## src/rtl/multicycle_subtractor_pkg.sv

```systemverilog
// Shared definitions for the multi-cycle subtractor.
// - ALU_WIDTH / ALU_SLICE: default operand width and slice width. The adder
//   uses the same width.
// - state_e: FSM encoding (IDLE / CALC / DONE).
// - idx_bits(): width of the slice index counter. It is never zero wide.
package multicycle_subtractor_pkg;

    localparam int ALU_WIDTH = 64;
    localparam int ALU_SLICE = 16;

    typedef enum logic [1:0] {
        ST_IDLE = 2'd0,
        ST_CALC = 2'd1,
        ST_DONE = 2'd2
    } state_e;

    // Counter width for n slices. This keeps a one-slice configuration legal.
    function automatic int idx_bits(input int n);
        return (n > 1) ? $clog2(n) : 1;
    endfunction

endpackage

```

## src/rtl/multicycle_subtractor_slice.sv

```systemverilog
// Combinational SLICE-bit subtractor with borrow.
// Ports:
//   a_s_i  - minuend slice
//   b_s_i  - subtrahend slice
//   bin_i  - borrow in
//   d_s_o  - (a_s - b_s - bin) mod 2^SLICE
//   bout_o - 1 iff a_s < b_s + bin (unsigned)
module multicycle_subtractor_slice #(
    parameter int SLICE = 16
) (
    input  logic [SLICE-1:0] a_s_i,
    input  logic [SLICE-1:0] b_s_i,
    input  logic             bin_i,
    output logic [SLICE-1:0] d_s_o,
    output logic             bout_o
);

    // The subtraction is one bit wider than the slice. When the true result is
    // negative, it wraps and sets the extra top bit, which is the borrow-out.
    logic [SLICE:0] wide;

    assign wide   = {1'b0, a_s_i} - {1'b0, b_s_i} - {{SLICE{1'b0}}, bin_i};
    assign d_s_o  = wide[SLICE-1:0];
    assign bout_o = wide[SLICE];

endmodule

```

## src/rtl/multicycle_subtractor.sv

```systemverilog
// Multi-cycle subtractor: computes a - b - b_in at a rate of one SLICE-bit
// chunk per clock. A borrow is carried from each slice to the next.
// Ports:
//   clk, rst_n          - clock (rising edge) and asynchronous active-low reset
//   in_valid / in_ready - operand handshake. in_ready is high only in IDLE.
//   a, b, b_in          - minuend, subtrahend, borrow in
//   out_valid/out_ready - result handshake. The result is held until it is accepted.
//   diff                - (a - b - b_in) mod 2^WIDTH
//   b_out               - unsigned borrow out (a < b + b_in)
//   overflow            - signed overflow of the subtraction
//   zero                - diff == 0
module multicycle_subtractor
    import multicycle_subtractor_pkg::*;
#(
    parameter int WIDTH = ALU_WIDTH,
    parameter int SLICE = ALU_SLICE
) (
    input  logic             clk,
    input  logic             rst_n,
    input  logic             in_valid,
    output logic             in_ready,
    input  logic [WIDTH-1:0] a,
    input  logic [WIDTH-1:0] b,
    input  logic             b_in,
    output logic             out_valid,
    input  logic             out_ready,
    output logic [WIDTH-1:0] diff,
    output logic             b_out,
    output logic             overflow,
    output logic             zero
);

    localparam int              NSLICE   = WIDTH / SLICE;
    localparam int              IDXW     = idx_bits(NSLICE);
    localparam logic [IDXW-1:0] LAST_IDX = IDXW'(NSLICE - 1);
    localparam int              MSB      = WIDTH - 1;

    state_e            state_q, state_d;
    logic [IDXW-1:0]   idx_q, idx_d;
    logic              borrow_q, borrow_d;
    logic [WIDTH-1:0]  a_q, a_d;
    logic [WIDTH-1:0]  b_q, b_d;
    logic [WIDTH-1:0]  diff_q, diff_d;
    logic              b_out_q, b_out_d;
    logic              ovf_q, ovf_d;
    logic              zero_q, zero_d;

    // A single slice unit. The current slice of the operands is selected by idx.
    logic [SLICE-1:0]  a_s, b_s, d_s;
    logic              bout_s;
    logic [WIDTH-1:0]  diff_calc;

    assign a_s = a_q[idx_q*SLICE +: SLICE];
    assign b_s = b_q[idx_q*SLICE +: SLICE];

    multicycle_subtractor_slice #(.SLICE(SLICE)) u_slice (
        .a_s_i  (a_s),
        .b_s_i  (b_s),
        .bin_i  (borrow_q),
        .d_s_o  (d_s),
        .bout_o (bout_s)
    );

    // Result register with the current slice merged in. On the last CALC
    // edge the flags are taken from this value, so the top slice that is
    // being written on that same edge is included.
    always_comb begin
        diff_calc = diff_q;
        diff_calc[idx_q*SLICE +: SLICE] = d_s;
    end

    always_comb begin
        state_d  = state_q;
        idx_d    = idx_q;
        borrow_d = borrow_q;
        a_d      = a_q;
        b_d      = b_q;
        diff_d   = diff_q;
        b_out_d  = b_out_q;
        ovf_d    = ovf_q;
        zero_d   = zero_q;

        unique case (state_q)
            ST_IDLE: begin
                if (in_valid) begin
                    a_d      = a;
                    b_d      = b;
                    borrow_d = b_in;
                    idx_d    = '0;
                    state_d  = ST_CALC;
                end
            end
            ST_CALC: begin
                diff_d   = diff_calc;
                borrow_d = bout_s;
                idx_d    = idx_q + IDXW'(1);
                if (idx_q == LAST_IDX) begin
                    idx_d   = '0;
                    state_d = ST_DONE;
                    b_out_d = bout_s;
                    ovf_d   = (a_q[MSB] != b_q[MSB]) && (diff_calc[MSB] != a_q[MSB]);
                    zero_d  = (diff_calc == '0);
                end
            end
            ST_DONE: begin
                if (out_ready) state_d = ST_IDLE;
            end
            default: state_d = ST_IDLE;
        endcase
    end

    always_ff @(posedge clk or negedge rst_n) begin
        if (!rst_n) begin
            state_q  <= ST_IDLE;
            idx_q    <= '0;
            borrow_q <= 1'b0;
            a_q      <= '0;
            b_q      <= '0;
            diff_q   <= '0;
            b_out_q  <= 1'b0;
            ovf_q    <= 1'b0;
            zero_q   <= 1'b0;
        end else begin
            state_q  <= state_d;
            idx_q    <= idx_d;
            borrow_q <= borrow_d;
            a_q      <= a_d;
            b_q      <= b_d;
            diff_q   <= diff_d;
            b_out_q  <= b_out_d;
            ovf_q    <= ovf_d;
            zero_q   <= zero_d;
        end
    end

    assign in_ready  = (state_q == ST_IDLE);
    assign out_valid = (state_q == ST_DONE);
    assign diff      = diff_q;
    assign b_out     = b_out_q;
    assign overflow  = ovf_q;
    assign zero      = zero_q;

endmodule

```

## config.mk

```make
export PLATFORM = sky130hd
export DESIGN_NAME = multicycle_subtractor
export DESIGN_NICKNAME = d
export VERILOG_FILES = /design/src/rtl/multicycle_subtractor_pkg.sv /design/src/rtl/multicycle_subtractor_slice.sv /design/src/rtl/multicycle_subtractor.sv
export SDC_FILE = /design/constraint.sdc
export NUM_CORES = 1
export LEC_CHECK = 0
export CAP_MARGIN = 0
export CORE_ASPECT_RATIO = 1.4
export CORE_MARGIN = 2
export CORE_UTILIZATION = 37
export CTS_BUF_LIST = sky130_fd_sc_hd__clkbuf_2
export DETAILED_ROUTE_END_ITERATION = 10
export SLEW_MARGIN = 10
export SYNTH_ARGS = -nofsm -noshare
export SYNTH_HDL_FRONTEND = slang
export SYNTH_HIERARCHICAL = 1
export SYNTH_SLANG_ARGS = --single-unit
```

## constraint.sdc

```tcl
create_clock -name clk -period 4.4 [get_ports clk]
set_input_delay 0.88 -clock clk [delete_from_list [all_inputs] [get_ports clk]]
set_output_delay 0.88 -clock clk [all_outputs]
set_load 0.02 [all_outputs]
```

Word level (Yosys, flattened, before mapping)
Index checks and enable logic that the tools add are counted.
- register bits after elaboration: 200
- input port bits: 133
- output and inout port bits: 69
- logic and storage cells: 43
- $add $sub $neg: 4
- eq/ne operators: 8
- shifts and indexed selects: 4
- mux-type cells: 10
- reductions and logical operators: 8
- operators by type and width (kind ; count):
    variable part select 64 x 7 -> 16 bit ; 2
    bitwise mux 64 bit ; 1
    logical NOT 64 bit ; 1
    variable shift 16 x 34 -> 64 bit, first input constant ; 1
    variable part select 16 x 34 -> 64 bit ; 1
    negation 6 -> 34 bit ; 1
    subtractor 16 x 16 -> 17 bit ; 1
    subtractor 17 x 1 -> 17 bit ; 1
    2-to-1 mux 2 bit ; 5
    case mux 2 bit (3 select lines) ; 1
    AND reduction 2 bit ; 3
    equality test 2 bit, second input constant ; 2
    != test 2 bit, second input constant ; 2
    case mux 2 bit (2 select lines) ; 1
    AND reduction 3 bit ; 1
    adder 2 x 1 -> 2 bit, second input constant ; 1
    equality test 2 x 1 -> 1 bit, second input constant ; 1
    logical NOT 2 bit ; 1
    != test 1 bit ; 2
    != test 2 x 1 -> 1 bit, second input constant ; 1
    case mux 1 bit (2 select lines) ; 1
    nonzero test 2 bit ; 1
    logical AND 1 bit ; 1
    2-to-1 mux 1 bit ; 1

Logic depth before layout (Yosys ltp)
Gate-level depths: netlist (run 1).
- depth in word-level cells: 7
- mapped depth: 18

Modules after synthesis
Netlist (run 1), hierarchy kept.
- by module, submodules not included (module ; times used ; cells each ; area an instance (um2)):
    multicycle_subtractor ; 1 ; 836 ; 8615.8
    multicycle_subtractor_slice ; 1 ; 174 ; 1224.9

Least setup slack after synthesis (run 1)
No wires, ideal clock.
- path kind: flip-flop to flip-flop
- start point: register idx_q[0]
- end point: register zero_q (netlist: zero)
- arrival: 4.798 ns
- path slack: -0.464 ns
- cell stages (with the launch flop): 17
- path buffers: 2
- period minus slack after synthesis: 4.864 ns
- path through: dfrtp_1 > buf_2 > buf_2 > mux4_2 > fa_1 > inv_1 > ha_1 > o21ai_0 > nand2_1 > and3_2 > a21oi_1 > o311ai_0 > nor4_4 > nand4_1 > or4_1 > a2111oi_2 > a32o_2
- longest elaborated chain between the ends: 6
- RTL lines (element ; line ; source):
    start, declared ; multicycle_subtractor.sv:39 ; logic [IDXW-1:0] idx_q, idx_d;
    start signal, assigned ; multicycle_subtractor.sv:125 ; idx_q <= idx_d;
    variable part select 64 x 7 -> 16 bit ; multicycle_subtractor.sv:53 ; assign a_s = a_q[idx_q*SLICE +: SLICE];
    named net a_s[0] ; multicycle_subtractor.sv:49 ; logic [SLICE-1:0] a_s, b_s, d_s;
    subtractor 16 x 16 -> 17 bit ; multicycle_subtractor_slice.sv:22 ; assign wide = {1'b0, a_s_i} - {1'b0, b_s_i} - {{SLICE{1'b0}}, bin_i};
    subtractor 17 x 1 -> 17 bit ; multicycle_subtractor_slice.sv:22 ;
    named net d_s[13] ; multicycle_subtractor.sv:49 ;
    variable part select 16 x 34 -> 64 bit ; multicycle_subtractor.sv:69 ; diff_calc[idx_q*SLICE +: SLICE] = d_s;
    bitwise mux 64 bit ; multicycle_subtractor.sv:69 ;
    logical NOT 64 bit ; multicycle_subtractor.sv:102 ; zero_d = (diff_calc == '0);
    end signal, assigned ; multicycle_subtractor.sv:132 ; zero_q <= zero_d;
    end, declared ; multicycle_subtractor.sv:46 ; logic zero_q, zero_d;
The timed path passes the listed nets, and every way through them passes these cells.
A chain may end at the register's enable or synchronous reset.

Final worst setup path (run 1)
- start point: register idx_q[0]
- end point: register zero_q (netlist: zero)
- longest elaborated chain between the ends: 6
- RTL lines (element ; line ; source):
    variable part select 64 x 7 -> 16 bit ; multicycle_subtractor.sv:54 ; assign b_s = b_q[idx_q*SLICE +: SLICE];
    named net b_s[9] ; multicycle_subtractor.sv:49 ;
    subtractor 16 x 16 -> 17 bit ; multicycle_subtractor_slice.sv:22 ;
    subtractor 17 x 1 -> 17 bit ; multicycle_subtractor_slice.sv:22 ;
    named net d_s[13] ; multicycle_subtractor.sv:49 ;
    variable part select 16 x 34 -> 64 bit ; multicycle_subtractor.sv:69 ;
    bitwise mux 64 bit ; multicycle_subtractor.sv:69 ;
    logical NOT 64 bit ; multicycle_subtractor.sv:102 ;
The timed path passes the listed nets, and every way through them passes these cells.

==> out/metrics.cfg, run 1 <==
[grt]
grt_use_total_pct=20.25
grt_max_degree=108
grt_pass1_wl_um=43570
gr-total-overflow=0
grt_pass1_vias=8062
antenna_found_initial=1

[sta]
period_share_pct=100.2
fin_ws_ns=-0.009872
rsz0062_at_grt=yes
period_needed_ns=4.410
fin_skew_ns=0.04830
slew_headroom_pct=36.63
slew_violations=0
max_freq_ghz=0.2268
hold_viol_final=0
setup_viol=1
tightest_slew_ns=0.9506

[layout]
fin_area_um2=12820
drive_above_1_share_pct=11.57
fin_nets=1394
area_growth_pct=30.31
nFillCells=2476

[synth]
ys_warn_count=6
syn_nets=1181
synth_top_cells_by_area=dfrtp_1 (51%), nand2_1 (16%), mux4_2 (7.3%)
ys_seq_area_share_pct=50.86
ys_ff_latch=200
synth_edf_count=0
netlist_instances=1010
ys_types=64
synth_top_area_share_pct=50.86
post-synth-top-area-cell=dfrtp_1
synth_flop_cell=dfrtp_1
yosysMostFrequentCell=nand2_1
avgSynthCellArea_um2=9.743
synth_common_cells=nand2_1 (408), dfrtp_1 (200), a22o_1 (57)
synthArstFlopShare_pct=100.0
syn_area_um2=9841

[cts]
h-tree-depth=4
cts_tree=built
cts_max_path_buffers=2
cts-buffers-inserted=17
cts_root_buf=clkbuf_2
cts-hold-fix-buffers=0
cts_num_sinks=200
clock_latency_ns=0.78
clk_pin_slew_worst_paths_ns=0.32

[run_status]
status=finished with violations
violations=setup timing

[worst_setup_path]
critPathKind=flip-flop to flip-flop
cp-end-kind=flip-flop
ff2ff_setup_slack_ns=-0.01
r2r-start=idx_q[0]
reg2reg_depth=16
cp-endpoint=zero
required_ns=5.14
crit_fanout=6
cp-startpoint=idx_q[0]
critPathArrivalTime_ns=5.15
r2r_end=zero
cp-start-kind=flip-flop

[detailed_routing]
vias=7953
drc=0
wirelength_um=28070
dr.first_iter.drc_count=442
drtAntennaViolNets=0
routedWlPerCell_um=17.98
first_pass_iters=4
vias_per_cell=5.095

[die]
dieArea_um2=27940
start_util_pct=37.70
die_w_um=141.8
die_h_um=197.0
num_rows=70
coreArea_um2=26100
io_pins=202

[placement]
numPortBuffers=201
hpwl_um=20890
place_area_um2=12380
place_congestion=0.9242

[hold_path]
min_path_type=primary input to async pin

[flow_run]
maxCapViolCount=0

## cell families after synthesis
kind of cell,count (synthesis),share of synthesized area (%)
adder cells (fa/ha/maj),38,4.984
flip-flops,200,50.86
AO/OA/AOI/OAI,133,11.00
multiplexers,33,7.438
XOR/XNOR,11,0.9791
AND/OR/NAND/NOR,489,20.58
buffers and inverters,106,4.158
## final cells by class
cell class	instances	area (µm²)	share of cell area, %
sequential	200	5007	39.05
tap	324	405.4	3.161
multi-input combinational	704	4509	35.16
antenna	1	2.502	0.01951
timing repair buffer	245	2444	19.06
clock buffer	18	90.09	0.7025
inverter	55	206.4	1.610
clock inverter	14	158.9	1.239
## per-layer routing
layer	vias to the layer above	part of all wire, %	GRT usage (%)
li1	3846	-	-
met1	3849	42	24.95
met2	219	52	36.07
met3	39	3.6	3.086
met4	0	2.8	7.037
met5	-	0	0
## worst max-delay path, cell delays in order (launching register included)
cell	delay [ns]
dfrtp_2	0.60
buf_12	0.17
mux4_2	0.49
ha_1	0.28
inv_1	0.04
ha_1	0.31
buf_4	0.17
or2_2	0.28
a21oi_2	0.18
a21oi_2	0.07
a21oi_2	0.22
o311ai_4	0.14
nor4_4	0.26
nand4_1	0.14
or4_4	0.47
a2111oi_4	0.36
a32o_2	0.20
## how the worst min path moves through the flow
stage             from      end  slack (ns)  cells past startpoint
6_report         rst_n  b_q[21]        0.17                      1
5_1_grt          rst_n  b_q[39]        0.12                      1
4_1_cts          rst_n  b_q[21]        0.13                      1
3_5_place_dp   a_q[45]  a_q[45]        0.46                      2
3_3_place_gp   b_q[13]  b_q[13]        0.45                      2
2_1_floorplan  a_q[32]  a_q[32]        0.44                      2
## state kept, by name (all words and copies together), names as in the netlist
register / count
b_q: 64
diff: 64
overflow: 1
a_q: 64
borrow_q: 1
zero: 1
state_q: 2
idx_q: 2
b_out: 1
## timing repair
item                                    in CTS  in global routing
endpoints found under the setup margin       1                  1
buffers inserted                             5                  4
gates resized for setup                      2                 16
pin swaps                                    0                  7
gates cloned                                 0                  2
## stage by stage
step | util (%) | cells | setup TNS (ns) | setup WS [ns] | hold WS (ns)
floorplan | - | 1010 | 0 | 0.06335 | 0.4403
global placement | 47.44 | 1517 | 0 | 0.07720 | 0.4537
detailed placement | 47.44 | 1517 | -0.04862 | -0.04862 | 0.4570
CTS | 48.53 | 1554 | 0 | 0.00004707 | 0.1340
global route | 49.13 | 1561 | -0.2341 | -0.2341 | 0.1199
finish | 49.13 | 1561 | -0.009872 | -0.009872 | 0.1692
## placed cells by master (no fill, tap or decap), types with 3 or more instances in the layout
cell type / Yosys / routed
nand2_1: 408 / 407
clkdlybuf4s50_1: 0 / 200
dfrtp_1: 200 / 198
a22o_1: 57 / 57
inv_1: 55 / 55
buf_4: 0 / 37
ha_1: 36 / 34
mux4_2: 32 / 32
nor2_1: 19 / 19
clkbuf_2: 0 / 18
nor4_1: 14 / 14
o21ai_0: 15 / 12
a21oi_1: 15 / 12
xnor2_1: 9 / 9
nand2b_1: 6 / 6
nand3_1: 7 / 6
nor2b_1: 5 / 5
a41oi_1: 5 / 5
buf_12: 0 / 5
a22o_2: 4 / 4
nor3_1: 4 / 4
inv_6: 0 / 4
o31ai_1: 3 / 3
nand3b_1: 3 / 3
inv_8: 0 / 3
o21ai_1: 0 / 3
a21o_1: 3 / 3
a21oi_2: 0 / 3
Power of run 1 is not shown: default switching activity piles up to over one toggle a cycle in this logic, so the estimate is an artifact.
==> inputs of run 2 (changes only) <==
ABC_CLOCK_PERIOD_IN_PS = 4400   (was default)
==> results of run 2 <==
Same layout as run 1: the final DEF is identical, and so are final timing and power.
Power of run 2 is left out for the same reason.
